## config.mk

```make
export PLATFORM = sky130hd
export DESIGN_NAME = state_poll_flat
export DESIGN_NICKNAME = d
export VERILOG_FILES = /design/src/rtl/state_poll_if.sv /design/src/rtl/state_poll.sv /design/src/flat_wrapper.sv
export SDC_FILE = /design/constraint.sdc
export NUM_CORES = 1
export LEC_CHECK = 0
export BUFFER_PORTS_ARGS = -buffer_cell sky130_fd_sc_hd__buf_4
export CAP_MARGIN = 20
export CORE_MARGIN = 5
export CORE_UTILIZATION = 53
export DETAILED_ROUTE_END_ITERATION = 12
export PLACE_DENSITY = 0.85
export SYNTH_ARGS = -nofsm -noshare
export SYNTH_HDL_FRONTEND = slang
export SYNTH_SLANG_ARGS = --single-unit
```

## constraint.sdc

```tcl
create_clock -name clk -period 2.4 [get_ports clk]
set_clock_uncertainty 0.1 [all_clocks]
set_input_delay 0.48 -clock clk [delete_from_list [all_inputs] [get_ports clk]]
set_output_delay 0.48 -clock clk [all_outputs]
set_load 0.005 [all_outputs]
```

## src/rtl/state_poll_if.sv

```systemverilog
// Valid/ready/data beat bundle used for the read token, the returned
// state value and the forwarded sample.
interface state_poll_if #(
    parameter int W = 8
);
    logic         valid;
    logic         ready;
    logic [W-1:0] data;

    modport producer (
        output valid,
        output data,
        input  ready
    );

    modport consumer (
        input  valid,
        input  data,
        output ready
    );
endinterface

```

## src/rtl/state_poll.sv

```systemverilog
// Periodic poller for a held-state read port: issues a read token every
// PERIOD idle cycles and forwards the returned value (optionally on change).
module state_poll #(
    parameter int PERIOD   = 16,
    parameter bit ONCHANGE = 1'b1,
    parameter int W        = 8
) (
    input  logic            clk,
    input  logic            rst,
    state_poll_if.producer  rd,
    state_poll_if.consumer  din,
    state_poll_if.producer  dout
);

    localparam int CW = $clog2(PERIOD + 1);
    localparam logic [CW-1:0] CNT_END = CW'(PERIOD - 1);

    typedef enum logic [1:0] {
        IDLE = 2'd0,
        REQ  = 2'd1,
        OUT  = 2'd2
    } state_t;

    state_t         state_q, state_d;
    logic [CW-1:0]  cnt_q, cnt_d;
    logic           rd_done_q, rd_done_d;
    logic           rsp_done_q, rsp_done_d;
    logic           first_q, first_d;
    logic [W-1:0]   sample_q, sample_d;
    logic [W-1:0]   last_q, last_d;

    logic           rd_vld;
    logic           din_rdy;
    logic           rd_hs;
    logic           din_hs;
    logic           both;
    logic [W-1:0]   cap;
    logic           fwd;

    // Handshake and compare terms; valid/ready depend on registered state only
    always_comb begin
        rd_vld  = (state_q == REQ) && !rd_done_q;
        din_rdy = (state_q == REQ) && !rsp_done_q;
        rd_hs   = rd_vld && rd.ready;
        din_hs  = din_rdy && din.valid;
        both    = (rd_done_q || rd_hs) && (rsp_done_q || din_hs);
        cap     = din_hs ? din.data : sample_q;
        fwd     = !ONCHANGE || first_q || (cap != last_q);
    end

    // State register
    always_ff @(posedge clk or posedge rst) begin
        if (rst) begin
            state_q <= IDLE;
        end else begin
            state_q <= state_d;
        end
    end

    // Next-state logic
    always_comb begin
        state_d = state_q;
        unique case (state_q)
            IDLE: begin
                if (cnt_q == CNT_END) begin
                    state_d = REQ;
                end
            end
            REQ: begin
                if (both) begin
                    state_d = fwd ? OUT : IDLE;
                end
            end
            OUT: begin
                if (dout.ready) begin
                    state_d = IDLE;
                end
            end
            default: state_d = IDLE;
        endcase
    end

    // Datapath next values: idle counter, handshake flags, captured sample
    always_comb begin
        cnt_d      = cnt_q;
        rd_done_d  = rd_done_q;
        rsp_done_d = rsp_done_q;
        first_d    = first_q;
        sample_d   = sample_q;
        last_d     = last_q;
        unique case (state_q)
            IDLE: begin
                if (cnt_q == CNT_END) begin
                    cnt_d = '0;
                end else begin
                    cnt_d = cnt_q + CW'(1);
                end
            end
            REQ: begin
                rd_done_d  = rd_done_q | rd_hs;
                rsp_done_d = rsp_done_q | din_hs;
                if (din_hs) begin
                    sample_d = din.data;
                end
                if (both) begin
                    rd_done_d  = 1'b0;
                    rsp_done_d = 1'b0;
                end
            end
            OUT: begin
                if (dout.ready) begin
                    last_d  = sample_q;
                    first_d = 1'b0;
                end
            end
            default: begin
                cnt_d = '0;
            end
        endcase
    end

    // Datapath registers
    always_ff @(posedge clk or posedge rst) begin
        if (rst) begin
            cnt_q      <= '0;
            rd_done_q  <= 1'b0;
            rsp_done_q <= 1'b0;
            first_q    <= 1'b1;
            sample_q   <= '0;
            last_q     <= '0;
        end else begin
            cnt_q      <= cnt_d;
            rd_done_q  <= rd_done_d;
            rsp_done_q <= rsp_done_d;
            first_q    <= first_d;
            sample_q   <= sample_d;
            last_q     <= last_d;
        end
    end

    // Output decode from registered state
    always_comb begin
        rd.valid   = rd_vld;
        rd.data    = '0;
        din.ready  = din_rdy;
        dout.valid = (state_q == OUT);
        dout.data  = sample_q;
    end

endmodule

```

## src/flat_wrapper.sv

```systemverilog
// flat-port wrapper written by rule: the top's interface ports become plain ports
module state_poll_flat 
#(
    parameter int PERIOD   = 16,
    parameter bit ONCHANGE = 1'b1,
    parameter int W        = 8
)
  (clk, rst, rd_valid, rd_data, rd_ready, din_valid, din_data, din_ready, dout_valid, dout_data, dout_ready);
  state_poll_if #(.W(W)) rd_i ();
  state_poll_if #(.W(W)) din_i ();
  state_poll_if #(.W(W)) dout_i ();
  input  logic clk;
  input  logic rst;
  output wire logic [$bits(rd_i.valid)-1:0] rd_valid;
  output wire logic [$bits(rd_i.data)-1:0] rd_data;
  input wire logic [$bits(rd_i.ready)-1:0] rd_ready;
  input wire logic [$bits(din_i.valid)-1:0] din_valid;
  input wire logic [$bits(din_i.data)-1:0] din_data;
  output wire logic [$bits(din_i.ready)-1:0] din_ready;
  output wire logic [$bits(dout_i.valid)-1:0] dout_valid;
  output wire logic [$bits(dout_i.data)-1:0] dout_data;
  input wire logic [$bits(dout_i.ready)-1:0] dout_ready;
  assign rd_valid = rd_i.valid;
  assign rd_data = rd_i.data;
  assign rd_i.ready = rd_ready;
  assign din_i.valid = din_valid;
  assign din_i.data = din_data;
  assign din_ready = din_i.ready;
  assign dout_valid = dout_i.valid;
  assign dout_data = dout_i.data;
  assign dout_i.ready = dout_ready;
  state_poll #(.PERIOD(PERIOD), .ONCHANGE(ONCHANGE), .W(W)) u_core (.clk(clk), .rst(rst), .rd(rd_i), .din(din_i), .dout(dout_i));
endmodule
```

== After elaboration in Yosys (flattened, before gate mapping) ==
Index checks and enable logic that the tools add are counted.
Storage, ports and cells
  register bits after elaboration: 26
  bits in latches: 0
  bits in writable memories: 0
  bits in read-only memories: 0
  memories kept: 0
Operators by class
  add/subtract/negate cells: 1
  multipliers: 0
  divide/modulo/power cells: 0
  $lt $le $gt $ge: 0
  equal/unequal tests: 7
  shift operators: 0
  multiplexer cells: 10
  bitwise gates (word level): 2
  reduce and logical (&&, ||, !) cells: 14
Operators with widths (count)
  $pmux 5 s2: 1
  $mux 2: 4
  $mux 8: 1
  $ne 8x8->1: 1
  $ne 2x1->1 const B: 3
  $pmux 2 s3: 1
  $add 5x1->5 const B: 1
  $eq 5x4->1 const B: 1
  $logic_and 1x1->1: 5
  $mux 5: 1
  $logic_or 1x1->1: 3
  $reduce_and 3->1: 1
  $eq 2x1->1 const B: 1
  $eq 2x2->1 const B: 1
  $logic_not 1->1: 2
  $logic_not 2->1: 1
  $mux 1: 2
  $or 1x1->1: 2
  $reduce_and 2->1: 1
  $reduce_or 2->1: 1

== Logic depth before layout (Yosys ltp) ==
Gate-level depths: netlist of run 1.
  depth in word-level cells: 9
  depth in mapped cells: 10
  depth with buffers taken out: 7

== Worst setup path before layout of run 1 ==
Ideal clock, no wire load.
  path type: reg2reg
  start: register u_core.state_q[1]
  end: register u_core.state_q[1]
  library setup time: 0.129 ns
  arrival time: 1.602 ns
  required time: 2.171 ns
  slack: 0.568 ns
  cell stages (with the launch flop): 9
  cell sequence: dfrtp_1 > inv_1 > ha_1 > buf_6 > nand3b_1 > a2111oi_2 > a22oi_1 > a211oi_2 > a21oi_1
On the way
  longest elaborated chain between the ends: 9
  elaborated cells on any way between the ends: 20
  those cells by class: 6 x eq/ne; 4 x mux; 10 x reduce/logical
RTL lines
  from (decl): line state_poll.sv:24  | state_t state_q, state_d;
  from (signal assigned): line state_poll.sv:56  | state_q <= state_d;
  $eq 2x1->1: line state_poll.sv:42, state_poll.sv:43, state_poll.sv:63
  $logic_and 1x1->1: line state_poll.sv:43  | din_rdy = (state_q == REQ) && !rsp_done_q;
  $logic_and 1x1->1: line state_poll.sv:45  | din_hs = din_rdy && din.valid;
  $mux 8
  $ne 8x8->1: line state_poll.sv:48  | fwd = !ONCHANGE || first_q || (cap != last_q);
  $logic_or 1x1->1: line state_poll.sv:48
  $mux 2: line state_poll.sv:71  | state_d = fwd ? OUT : IDLE;
  $mux 2: line state_poll.sv:70  | if (both) begin
  $pmux 2 s3: line state_poll.sv:63  | unique case (state_q)
Several ways; a longest one is shown, not always the timed one. The select of a mux whose other input is x is not followed.
A chain may end at the register's enable or synchronous reset.

== Worst setup path in the final report of run 1 ==
Same ends and word-level chain as after synthesis.

==> metrics.cfg, run 1 <==
[status]
outcome=completed

[worst_setup_path]
crit_cells=7
crit_required_ns=2.51
crit_path_max_fanout=10
crit_path_cell_trace=inv_1 > ha_1 > and3b_1 > mux2i_1 > o211ai_2 > nor4b_1 > a21oi_1
r2r_slack_ns=0.24
cpPeakStageDelay_ns=0.42
r2r_cells=7
start_kind=flip-flop
reg2reg_to=u_core.state_q[1]
end_kind=flip-flop
crit_buf_inv=1
reg2reg_from=u_core.state_q[1]
crit_path_start=u_core.state_q[1]
cp_top_family=simple AND/OR/NAND/NOR gates
endpoint=u_core.state_q[1]
crit_type=flip-flop to flip-flop
slowest_stage=dfrtp_1
arrival_ns=2.27

[timing]
fin_crit_sh=0.900
tns_ns=0
finalHoldViolCount=0
fin_crit_ns=2.16
fmax_mhz=463
maxSlewViolCount=0
setup_viol=0
rsz0062_at_grt=no

[finish]
multi_input_area_um2=679
fillers=221
post-route-util=0.644
final_common_cell=buf_4
seqCellArea_um2=652
nNetsFinal=187
area_growth_pct=14.0
instances_no_fill=199
diodes=0
final_cell_mix=buf_4, dfrtp_1, nand2_1, inv_1
layout-drive-gt1-share=0.249

[clocking]
postCtsHoldBufs=0
numClockSinks=26
tritoncts=yes
cts_resized=0
clock_latency_ns=0.32
clk_pin_slew_worst_paths_ns=0.15
cts.path.max_buffers=2
htreeDepth=1
cts_made_buffers=3
cts_setup_buffers=0
clockRootBuffer=clkbuf_4

[floorplanning]
dieArea_mm2=0.00385
ios=32
die_w_um=62.1
die_h_um=62.1
start_util=0.564
fp.coreArea_mm2=0.00254
std_cell_rows=18

[route]
drt-vias-per-instance=5.20
routedWlPerCell_um=13.9
drc=0
wirelength_um=2770
antenna_left=0
vias=1034
detail_route.iter0.violations=27
firstDrtPassIters=4

[synth]
synth.area.top_cells=dfrtp_1, mux2_2, nand2_1
yosys.area.top_type=dfrtp_1
netlist_area_mm2=0.00144
syn_area_per_cell_um2=9.97
ys_ff_latch=26
yosysUniqueCellTypes=38
yosysSeqAreaShare=0.454
yosysWarnings=0
async_flop_share=1.00
ys.flop_type=dfrtp_1
syn_inst=144
synth_top_area_frac=0.436
synth-edff-count=0

[place]
dp_cells=195
portBuffers=23
gp_congestion=0.805
hpwlAfterDp_um=2170

[min_path]
hold_path.class=input port to asynchronous set/reset pin

[global_routing]
met1_usage=0.215
grt-busiest-layer=met2
grt_pass1_wl_um=4860
met3_usage=0.0351
grt_remaining_overflow=0
grt_usage=0.172
grt_max_degree=27
grt_pass1_vias=1069
antenna_found_initial=0
grt_use_met2=0.300

[power_and_ir_drop]
vdd_drop_max_mv=0.706
p_leak_nw=0.810
power_density_mw_per_mm2=1200

[flow_run]
drv_cap=0

state kept, by name (all words and copies together), names as in the netlist:
register and flops:
u_core.first_q 1, u_core.last_q 8, u_core.state_q 2, u_core.dout.data 8
u_core.rd_done_q 1, u_core.cnt_q 5, u_core.rsp_done_q 1
metal layers:
layer	share of wire	vias up
li1	-	522
met1	0.43	484
met2	0.52	26
met3	0.045	2
met4	0.0036	0
met5	0	-
logic make-up after synthesis:
logic type               after synthesis  synth area share
multiplexers                          10            0.0793
flip-flops                            26             0.454
buffers and inverters                 22            0.0915
AO/OA/AOI/OAI                         31             0.152
XOR/XNOR                               8            0.0488
other                                  1           0.00261
adder cells (fa/ha/maj)                4            0.0348
AND/OR/NAND/NOR                       42             0.138
power by group:
group | total (mW) | internal, mW | switching, mW
clock | 0.224 | 0.0928 | 0.132
combinational | 0.940 | 0.485 | 0.456
sequential | 0.794 | 0.621 | 0.174
total | 1.96 | 1.20 | 0.761
Yosys cell counts, drive strengths merged (2+ instances only):
cell type / count
dfrtp: 25
nand2: 21
buf: 11
inv: 10
mux2: 8
o21ai: 8
a21oi: 6
nor2: 6
nor2b: 6
xor2: 6
ha: 4
o21a: 3
a211oi: 2
a22o: 2
a31oi: 2
mux2i: 2
nand2b: 2
nand3: 2
xnor2: 2
worst min-delay path, cell delays in order:
cell   delay, ns
buf_4       0.10
inv_1       0.04
buf_4       0.30
worst min-delay path by stage:
stage,cells past startpoint,slack (ns),endpoint
CTS,3,0.1,u_core.cnt_q[4]
floorplan,2,0.35,u_core.first_q
global route,3,0.1,u_core.cnt_q[4]
detailed placement,1,0.39,u_core.cnt_q[3]
finish,3,0.08,u_core.cnt_q[4]
global placement,1,0.38,u_core.cnt_q[3]
per-stage QoR:
step                total power [mW]  hold WS, ns  worst slack (ns)  cell area [µm²]
floorplan                       1.46        0.350             0.568             1460
global placement                1.70        0.378             0.366             1600
detailed placement              1.75        0.388             0.287             1600
CTS                             1.98       0.0990             0.256             1640
global route                    2.13       0.0958            0.0652             1640
finish                          1.96       0.0848             0.240             1640
area by class of cell:
class	instances	area share
multi-input cells	103	0.415
flip-flops and latches	26	0.398
repair buffers	26	0.119
inverters	10	0.0229
well taps	30	0.0229
clock buffers	4	0.0222
No activity file was read; power rests on OpenSTA's default activity.
==> run 2: changes to the inputs <==
CORE_MARGIN = 1   (was 5)
==> run 2 against run 1 <==
Compared with the run above:
- combinational power rose by 1%
- power fell by 0.78%
- wire length grew 0.18%
- critical path depth is the same
- highest routed layer unchanged
- sequential cell count is the same
==> metrics.cfg, run 2 (synthesis results as in run 1) <==
[min_path]
hold_path.class=input port to asynchronous set/reset pin

[power_and_ir_drop]
swShare=0.398  ; +0.00948
p_seq_frac=0.413  ; +0.008
p_int_mw=1.17  ; -2.3%
p_switching_uw=773  ; +1.6%
power_density_mw_per_mm2=1190  ; -0.17%
clkPwrFrac=0.099  ; -0.015
vdd_drop_max_mv=0.840  ; +19%
combPwrFrac=0.488  ; +0.008
p_leak_nw=0.804  ; -0.74%

[clocking]
cts_made_buffers=3  ; unchanged
htreeDepth=1  ; unchanged
cts.path.max_buffers=2  ; unchanged
clockRootBuffer=clkbuf_4
numClockSinks=26  ; unchanged
tritoncts=yes
clock_latency_ns=0.32  ; about the same
postCtsHoldBufs=0  ; unchanged
cts_resized=0  ; unchanged
cts_setup_buffers=0  ; unchanged
clk_pin_slew_worst_paths_ns=0.13  ; -0.02 ns

[timing]
tns_ns=0  ; unchanged
maxSlewViolCount=0  ; unchanged
finalHoldViolCount=0  ; unchanged
setup_ws_ns=0.210  ; -0.0299 ns
fmax_mhz=457  ; -1.4%
fin_crit_ns=2.19  ; +0.0299 ns
setup_viol=0  ; unchanged
whs_ns=0.0905  ; +0.00576 ns
rsz0062_at_grt=no
fin_crit_sh=0.913  ; +0.0124

[worst_setup_path]
crit_path_start=u_core.state_q[1]
arrival_ns=2.31  ; +0.04 ns
crit_path_cell_trace=inv_1 > ha_1 > and3b_1 > mux2i_1 > o211ai_2 > nor4b_1 > a21oi_1
crit_required_ns=2.52  ; about the same
r2r_slack_ns=0.21  ; -0.03 ns
r2r_cells=7  ; unchanged
end_kind=flip-flop
start_kind=flip-flop
cpPeakStageDelay_ns=0.43  ; about the same
reg2reg_to=u_core.state_q[1]
slowest_stage=dfrtp_1
reg2reg_from=u_core.state_q[1]
crit_path_max_fanout=10  ; unchanged
crit_type=flip-flop to flip-flop

[floorplanning]
start_util=0.569  ; +0.00504
fp.coreArea_mm2=0.00252  ; -0.88%
std_cell_rows=18  ; unchanged
dieArea_mm2=0.00292  ; -24%
ios=32  ; unchanged
die_h_um=54.1  ; -13%
die_w_um=54.1  ; -13%

[finish]
final_common_cell=buf_4
area_growth_pct=13.3
final_cell_mix=buf_4, dfrtp_1, nand2_1, inv_1
diodes=0  ; unchanged
post-route-util=0.645  ; +0.00178
fillers=199  ; -10%
nNetsFinal=187  ; unchanged
layout-drive-gt1-share=0.243  ; -0.00592
instances_no_fill=199  ; unchanged

[place]
hpwlAfterDp_um=2130  ; -1.6%
dpl_worst_slack_ns=0.242  ; -0.0446 ns
dp_cells=195  ; unchanged
portBuffers=23  ; unchanged
gp_congestion=0.814  ; +1.1%

[route]
wirelength_um=2780  ; +0.18%
vias=1097  ; +6.1%
detail_route.iter0.violations=27  ; unchanged
drt-vias-per-instance=5.51  ; +6.1%
firstDrtPassIters=4  ; unchanged
routedWlPerCell_um=13.9  ; +0.18%
antenna_left=0  ; unchanged
drc=0  ; unchanged

[flow_run]
drv_cap=0  ; unchanged

[global_routing]
antenna_found_initial=0  ; unchanged
grt_pass1_wl_um=4600  ; -5.5%
grt_remaining_overflow=0  ; unchanged
grt_max_degree=27  ; unchanged
grt_pass1_vias=1035  ; -3.2%
grt_usage=0.226  ; +0.0545

[status]
outcome=completed

run 2: cell counts in the layout (fill, tap and decap cells not counted):
Identical to the previous run, type by type.
run 2: power by group through the flow:
stage / clock [mW] / sequential (mW) / combinational [mW]
final: 0.192 / 0.803 / 0.949
after global routing: 0.210 / 0.829 / 1.06
after CTS: 0.198 / 0.801 / 0.953
after detailed placement: 0 / 0.809 / 0.951
after global placement: 0 / 0.788 / 0.898
after floorplan: 0 / 0.772 / 0.689
run 2: layer usage:
metal  wire [µm]  GRT usage
met3          94     0.0537
met5           0          0
met1        1220      0.260
met4          32     0.0726
met2        1430      0.409
run 2: worst max-delay path by stage:
| stage | slack [ns] | cells past startpoint | end |
|---|---|---|---|
| after CTS | 0.21 | 7 | u_core.state_q[1] |
| after detailed placement | 0.24 | 7 | u_core.state_q[1] |
| after floorplan | 0.57 | 8 | u_core.state_q[1] |
| after global placement | 0.36 | 7 | u_core.state_q[1] |
| final | 0.21 | 7 | u_core.state_q[1] |
| after global routing | 0.06 | 7 | u_core.state_q[1] |
run 2: worst max-delay path, delay by kind of cell, from the launching register on:
kind	cells	cell delay, ns
AOI/OAI and AO/OA	2	0.21
and+or+nand+nor	2	0.68
DFF	1	0.43
adders and majority gates	1	0.32
muxes	1	0.26
buffers and inverters	1	0.08
run 2: metrics by stage:
stage                     power, mW  cell area, µm²
after floorplan                1.46            1460
after global placement         1.69            1600
after detailed placement       1.76            1600
after CTS                      1.95            1630
after global routing           2.10            1630
final                          1.94            1630
run 2: area by class of cell:
type | count | area [µm²] | area share
clock buffer | 4 | 26.3 | 0.0161
inverter | 10 | 37.5 | 0.0231
multi-input combinational | 103 | 679 | 0.417
sequential | 26 | 652 | 0.400
tap | 30 | 37.5 | 0.0231
timing repair buffer | 26 | 195 | 0.120
